==> config.mk <==
export PLATFORM = sky130hd
export DESIGN_NAME = hazard_ctrl
export DESIGN_NICKNAME = d
export VERILOG_FILES = /design/src/rtl/hazard_ctrl.sv
export SDC_FILE = /design/constraint.sdc
export NUM_CORES = 1
export LEC_CHECK = 0
export BUFFER_PORTS_ARGS = -buffer_cell sky130_fd_sc_hd__buf_2
export CAP_MARGIN = 20
export CORE_ASPECT_RATIO = 0.75
export CORE_UTILIZATION = 50
export CTS_CLUSTER_SIZE = 20
export DETAILED_ROUTE_END_ITERATION = 7
export GPL_TIMING_DRIVEN = 0
export PLACE_DENSITY_LB_ADDON = 0.12
export RECOVER_POWER = 50
export SYNTH_ARGS = -nofsm -noshare
export SYNTH_HDL_FRONTEND = slang
export SYNTH_SLANG_ARGS = --single-unit
export TNS_END_PERCENT = 100
==> constraint.sdc <==
create_clock -name clk -period 6.54 [get_ports clk]
set_clock_uncertainty 0.05 [all_clocks]
set_input_delay 1.308 -clock clk [delete_from_list [all_inputs] [get_ports clk]]
set_output_delay 1.308 -clock clk [all_outputs]
set_load 0.1 [all_outputs]
==> src/rtl/hazard_ctrl.sv <==
// Forwarding and hazard controller for the 5-stage RISC-V pipeline: per-operand bypass
// selection, load-use stall sequencing, a single-entry MDU scoreboard and redirect arbitration.
module hazard_ctrl #(
    parameter int NRS      = 2,
    parameter int LOAD_LAT = 1,
    parameter int CNTW     = 16
) (
    input  logic                clk,
    input  logic                rst,
    input  logic                id_valid,
    input  logic [NRS*5-1:0]    id_rs,
    input  logic [NRS-1:0]      id_rs_used,
    input  logic                id_mdu,
    input  logic                ex_valid,
    input  logic                ex_regwrite,
    input  logic                ex_memread,
    input  logic                ex_mdu,
    input  logic [4:0]          ex_rd,
    input  logic                mem_valid,
    input  logic                mem_regwrite,
    input  logic [4:0]          mem_rd,
    input  logic                wb_valid,
    input  logic                wb_regwrite,
    input  logic [4:0]          wb_rd,
    input  logic                mdu_done,
    input  logic                redirect,
    output logic [NRS*2-1:0]    fd_mode,
    output logic                stall_if,
    output logic                stall_id,
    output logic                bubble_ex,
    output logic                flush_id,
    output logic                flush_ex,
    output logic                load_use,
    output logic [CNTW-1:0]     stall_cnt
);

    localparam logic [0:0] ST_IDLE    = 1'b0;
    localparam logic [0:0] ST_LU_WAIT = 1'b1;

    localparam logic [1:0] LU_INIT = 2'(LOAD_LAT - 1);

    logic [0:0]      state_q;
    logic [1:0]      lu_cnt_q;
    logic            mdu_pend_q;
    logic [4:0]      mdu_rd_q;
    logic [CNTW-1:0] stall_cnt_q;

    logic lu_match;
    logic sb_match;
    logic lu_hit;
    logic sb_hit;
    logic mdu_struct;
    logic stall;
    logic mdu_issue;

    // Per-operand bypass selection plus the load-use and scoreboard RAW matches.
    // NOTE: every always_comb output gets a default before any conditional update, so no latch is inferred.
    always_comb begin
        fd_mode  = '0;
        lu_match = 1'b0;
        sb_match = 1'b0;
        for (int i = 0; i < NRS; i++) begin
            if (id_rs_used[i] && id_rs[5*i +: 5] != 5'd0) begin
                if (ex_valid && ex_regwrite && ex_rd == id_rs[5*i +: 5])
                    fd_mode[2*i +: 2] = 2'b01;
                else if (mem_valid && mem_regwrite && mem_rd == id_rs[5*i +: 5])
                    fd_mode[2*i +: 2] = 2'b10;
                else if (wb_valid && wb_regwrite && wb_rd == id_rs[5*i +: 5])
                    fd_mode[2*i +: 2] = 2'b11;

                if (ex_valid && ex_memread && ex_rd == id_rs[5*i +: 5])
                    lu_match = 1'b1;
                if (mdu_pend_q && mdu_rd_q == id_rs[5*i +: 5])
                    sb_match = 1'b1;
            end
        end
    end

    assign lu_hit     = (state_q == ST_IDLE) && id_valid && lu_match;
    assign sb_hit     = sb_match;
    assign mdu_struct = mdu_pend_q && id_valid && id_mdu;
    assign mdu_issue  = ex_valid && ex_mdu && ex_regwrite && !redirect;

    // Redirect overrides every stall source; reset forces all controls low.
    assign stall = !rst && !redirect &&
                   (lu_hit || state_q == ST_LU_WAIT || sb_hit || mdu_struct);

    assign stall_if  = stall;
    assign stall_id  = stall;
    assign bubble_ex = stall;
    assign flush_id  = !rst && redirect;
    assign flush_ex  = !rst && redirect;
    assign load_use  = !rst && !redirect && lu_hit;
    assign stall_cnt = rst ? '0 : stall_cnt_q;

    // Load-use FSM: the detection cycle stalls from IDLE, LU_WAIT covers the remaining LOAD_LAT-1 cycles.
    // NOTE: sequential state uses non-blocking assignments so every register samples pre-edge values.
    always_ff @(posedge clk) begin
        if (rst) begin
            state_q  <= ST_IDLE;
            lu_cnt_q <= 2'd0;
        end else if (redirect) begin
            state_q  <= ST_IDLE;
            lu_cnt_q <= 2'd0;
        end else begin
            case (state_q)
                ST_IDLE: begin
                    if (lu_hit && LOAD_LAT > 1) begin
                        state_q  <= ST_LU_WAIT;
                        lu_cnt_q <= LU_INIT;
                    end
                end
                ST_LU_WAIT: begin
                    lu_cnt_q <= lu_cnt_q - 2'd1;
                    if (lu_cnt_q == 2'd1)
                        state_q <= ST_IDLE;
                end
                default: begin
                    state_q  <= ST_IDLE;
                    lu_cnt_q <= 2'd0;
                end
            endcase
        end
    end

    // Single outstanding MDU result; a new issue in the same cycle as mdu_done keeps the entry live.
    always_ff @(posedge clk) begin
        if (rst) begin
            mdu_pend_q <= 1'b0;
            mdu_rd_q   <= 5'd0;
        end else if (mdu_issue) begin
            mdu_pend_q <= 1'b1;
            mdu_rd_q   <= ex_rd;
        end else if (mdu_done) begin
            mdu_pend_q <= 1'b0;
        end
    end

    always_ff @(posedge clk) begin
        if (rst)
            stall_cnt_q <= '0;
        else if (stall && !(&stall_cnt_q))
            stall_cnt_q <= stall_cnt_q + {{(CNTW-1){1'b0}}, 1'b1};
    end

endmodule

Word-level counts from Yosys, hierarchy flattened
Cells that the tools add are included.
- output and inout port bits: 26
- flip-flop bits (word level): 25
- logic and storage cells: 77
- input bits: 41
- reduce and logical (&&, ||, !) cells: 40
- add/subtract/negate cells: 2
- bitwise logic cells: 1
- eq/ne operators: 9
- multiplexer cells: 20
- operators by type and width (operator ; number):
    $eq A5 B5 Y1 ; 8
    $logic_and A1 B1 Y1 ; 28
    $add A16 B1 Y16 const B ; 1
    $mux W16 ; 1
    $mux W2 ; 8
    $reduce_and A16 Y1 ; 1
    $mux W1 ; 11
    $reduce_bool A5 Y1 ; 2
    $logic_not A1 Y1 ; 3
    $logic_or A1 B1 Y1 ; 3
    $reduce_or A3 Y1 ; 1
    $eq A2 B1 Y1 const B ; 1
    $reduce_bool A2 Y1 ; 1
    $reduce_or A2 Y1 ; 1
    $sub A2 B1 Y2 const B ; 1
    $not A1 Y1 ; 1

Logic depth before layout (Yosys ltp)
- word-level depth: 12
- depth in mapped cells: 8
- depth with buffers taken out: 8

Least setup slack after synthesis
OpenSTA, ideal clock, no wires.
- kind: input -> output
- start point: input id_rs[5]
- end point: output stall_id
- path slack: 851 ps
- path buffers: 2
- required time: 5182 ps
- stages on the path: 7
- arrival: 4331 ps
- cells stage by stage: clkbuf_1 -> xnor2_1 -> nand4_1 -> o31ai_1 -> nor2_4 -> a21oi_1 -> buf_4
- cells in the longest elaborated chain, start to end: 9
- elaborated cells between the ends (all ways): 15
- classes of those cells: eq/ne: 2; mux: 4; reduce/logical: 9
- RTL lines (element ; line ; source):
    start, declared ; 11 ; input logic [NRS*5-1:0] id_rs,
    $eq A5 B5 Y1 ; 71 ; if (ex_valid && ex_memread && ex_rd == id_rs[5*i +: 5])
    $logic_and A1 B1 Y1 ; 71 ;
    $mux W1 ; 71 ;
    $mux W1 ; 63 ; if (id_rs_used[i] && id_rs[5*i +: 5] != 5'd0) begin
    $logic_and A1 B1 Y1 ; 79 ; assign lu_hit = (state_q == ST_IDLE) && id_valid && lu_match;
    $logic_or A1 B1 Y1 ; 86 ; (lu_hit || state_q == ST_LU_WAIT || sb_hit || mdu_struct);
    $logic_or A1 B1 Y1 * (2 in a row) ; 86 ;
    $logic_and A1 B1 Y1 * ; 85 ; assign stall = !rst && !redirect &&
    end, declared ; 29 ; output logic stall_id,
Every way passes the cells marked *; elsewhere a longest branch is shown, timed or not.

Worst setup path after layout
- start point: input id_rs[8]
- end point: output stall_id
The elaborated chain is that of the path after synthesis.

==> run metrics <==
outcome completed; sequential power share 48.8%; Rel. slew slack 45.9%; DRT iter0 DRCs 97; sum of net half-perimeters after detailed placement 3.83 mm; area leader, netlist dfxtp_1; worst-path maximum fanout 7; Crit. End Element output port; Yosys reg bits 25; final hold vios 0; Tmin final 5.05 ns; TritonCTS clock tree built; Power Density 138 nW/µm²; mapped cell area 1930 µm²; Die Ht 55.8 µm; async set-or-reset flop fraction in the synthesized netlist 0%; setup_tns 0 ns; initial antenna violation count 0; nets 336; number of placement rows 19; Via Count 1855; Hold Crit Class reg2reg; Synth area leaders dfxtp_1 26%, xnor2_1 12%, xor2_1 7.7%, nor2_1 6.2%, nor2b_1 5.8%; Syn-to-layout area delta 18.4%; grt ovf 0; Pre-antenna DRT Iters 4; Cell variety after synth 43; Post-synth top flop dfxtp_1; final setup vio count 0; worst hold path depth 2; RSZ-0062 raised after global routing no; Slowest Stage Delay on Critical Path 0.52 ns; CP Data Arrival Time 3.69 ns; share of cells above drive strength 1 27.4%; Cells after Synth 232; H-tree Lvls 1; # fillers 356; Post-synth EDFFs 0; Skew-Pair Late Insertion Delay 0.27 ns; x dimension of the die 73.7 µm; DIE AREA 4110 µm²; post-synth top area share 26.0%; first-pass GRT wire length 7.71 mm; Design Power 315 µW; Ant. Diodes 0; WHS Endpoint lu_cnt_q[1]; routability cong. 0.856; Max-Cap Viols 0; largest net degree at the start of global routing 14; final worst-path cycle share 77.3%; drt total wl 4.76 mm; Initial Util 52.3%; crit path kind in2out; Port-buffer cells 56; Psw 90.9 µW; Crit Reg-Reg Endpoint stall_cnt_q[3]; CTS Buffer Depth 2; Tot GR Track Use 24.4%; CTS sink count 25; reg2reg path depth 8; internal power 224 µW; DR WL/cell 13.8 µm; Num CTS Buffers 3; Hold Buf Count CTS 0; Peak VDD IR 0.116 mV; number of global-route vias before repair 1629; final worst setup slack 1.49 ns; CTS root buf clkbuf_8; DRC Markers 0; Slew Viols, Final 0; CP cell instances clkbuf_1 > or4_1 > o21ai_0 > nor2_1 > a2bb2oi_1 > a21oi_1 > buf_4 > buf_2; pre-CTS WS 1.86 ns; Net Count, Synth 275; total core area 3680 µm²; Post-CTS Setup Inserts 0; launch point of the worst reg-to-reg path stall_cnt_q[0]; multi-input logic area 1290 µm²; register area 500 µm²; warning count from the yosys run 0; critical path startpoint category input port; Worst-Margin Slew 0.805 ns; fmax 0.198 GHz; Net Sw Frac 28.8%; reg-to-reg slack, setup 4.16 ns; beginning of the worst hold path lu_cnt_q[1]; Clk pwr share 29.3%; antenna viol nets, final 0; num ports 67; total leakage power 0.958 nW; critical path required time 5.18 ns; Vias per Instance 5.39; post-CTS sizing 0; Comb power frac 21.8%; register area share after synthesis 26.0%; CTS clk-pin slew, worst paths 0.09 ns; Avg Cell Area, Syn 8.31 µm²; slowest CP cell or4_1
-- state kept, by name (all words and copies together), names as in the netlist --
signal and count:
mdu_pend_q 1, state_q 1, mdu_rd_q 5, stall_cnt_q 16, lu_cnt_q 2
-- critical path, delay by kind of cell --
family                 cells  cell delay, ns
AO/OA/AOI/OAI              3            1.10
buffers and inverters      3            0.64
AND/OR/NAND/NOR            2            0.63
-- cells in the mapped netlist, types with 2 or more instances --
cell type,count
a211oi_1,2
a21oi_1,6
buf_1,2
buf_2,3
buf_4,3
buf_6,2
clkbuf_1,8
dfxtp_1,25
ha_1,2
mux2_2,9
mux2i_1,7
nand2_1,9
nand2b_1,4
nand3_1,8
nand4_1,14
nand4b_1,2
nor2_1,32
nor2b_1,18
nor3_1,4
nor3b_1,2
nor4_1,6
xnor2_1,27
xor2_1,17
-- per-stage QoR --
stage	hold WS, ns	std cells	util [%]	instance area [µm²]
5_1_grt	0.496	344	62.0	2280
6_report	0.455	344	62.0	2280
4_1_cts	0.461	344	62.9	2320
3_5_place_dp	0.441	340	61.7	2270
3_3_place_gp	0.424	340	61.7	2270
2_1_floorplan	0.410	232	-	1930
-- power by group through the flow --
stage | clock network [mW] | logic, mW | registers (mW)
global placement | 0 | 0.0689 | 0.158
floorplan | 0 | 0.0472 | 0.157
finish | 0.0925 | 0.0689 | 0.154
global route | 0.100 | 0.0749 | 0.154
detailed placement | 0 | 0.0694 | 0.158
CTS | 0.0938 | 0.0698 | 0.154
-- cells in the final DEF (no fill, tap or decap), types with 2 or more instances in the layout --
cell type / n
buf_2: 57
nor2_1: 32
xnor2_1: 27
dfxtp_1: 25
nor2b_1: 18
xor2_1: 17
nand4_1: 14
clkbuf_1: 13
nand2_1: 10
mux2_2: 9
nand3_1: 8
a21oi_1: 7
mux2i_1: 7
nor4_1: 6
nor3_1: 4
nand2b_1: 4
buf_4: 3
clkbuf_8: 3
buf_6: 2
nand4b_1: 2
a211oi_1: 2
nor3b_1: 2
ha_1: 2
-- logic make-up after synthesis --
group | Yosys count | synth area share, %
muxes | 17 | 9.47
buffers and inverters | 19 | 5.26
DFF | 25 | 26.0
adders and majority gates | 2 | 1.30
AOI/OAI and AO/OA | 18 | 7.92
xor gates and xnor gates | 44 | 20.0
and+or+nand+nor | 107 | 30.1
-- how the worst max path moves through the flow --
stage	cells past startpoint	slack, ns	end	from
2_1_floorplan	7	0.85	stall_id	id_rs[5]
3_3_place_gp	8	1.94	stall_id	id_rs[5]
3_5_place_dp	8	1.86	stall_id	id_rs[5]
4_1_cts	8	1.86	stall_id	id_rs[5]
5_1_grt	8	1.24	stall_id	id_rs[8]
6_report	8	1.49	stall_id	id_rs[8]
-- layer usage --
layer / track usage (%) / up-vias / routed length, µm
li1: - / 914 / -
met1: 40.5 / 871 / 2510
met2: 32.6 / 63 / 1850
met3: 4.53 / 7 / 361
met4: 3.30 / 0 / 32
met5: 0 / - / 0
-- cell type report --
| class | count | area share, % |
|---|---|---|
| multi-input cells | 188 | 56.7 |
| flip-flops and latches | 25 | 21.9 |
| repair buffers | 56 | 12.2 |
| plain buffers | 18 | 4.27 |
| well taps | 52 | 2.85 |
| clock buffers | 4 | 1.97 |
| inverters | 1 | 0.164 |
Power figures use the tool's default switching activity.
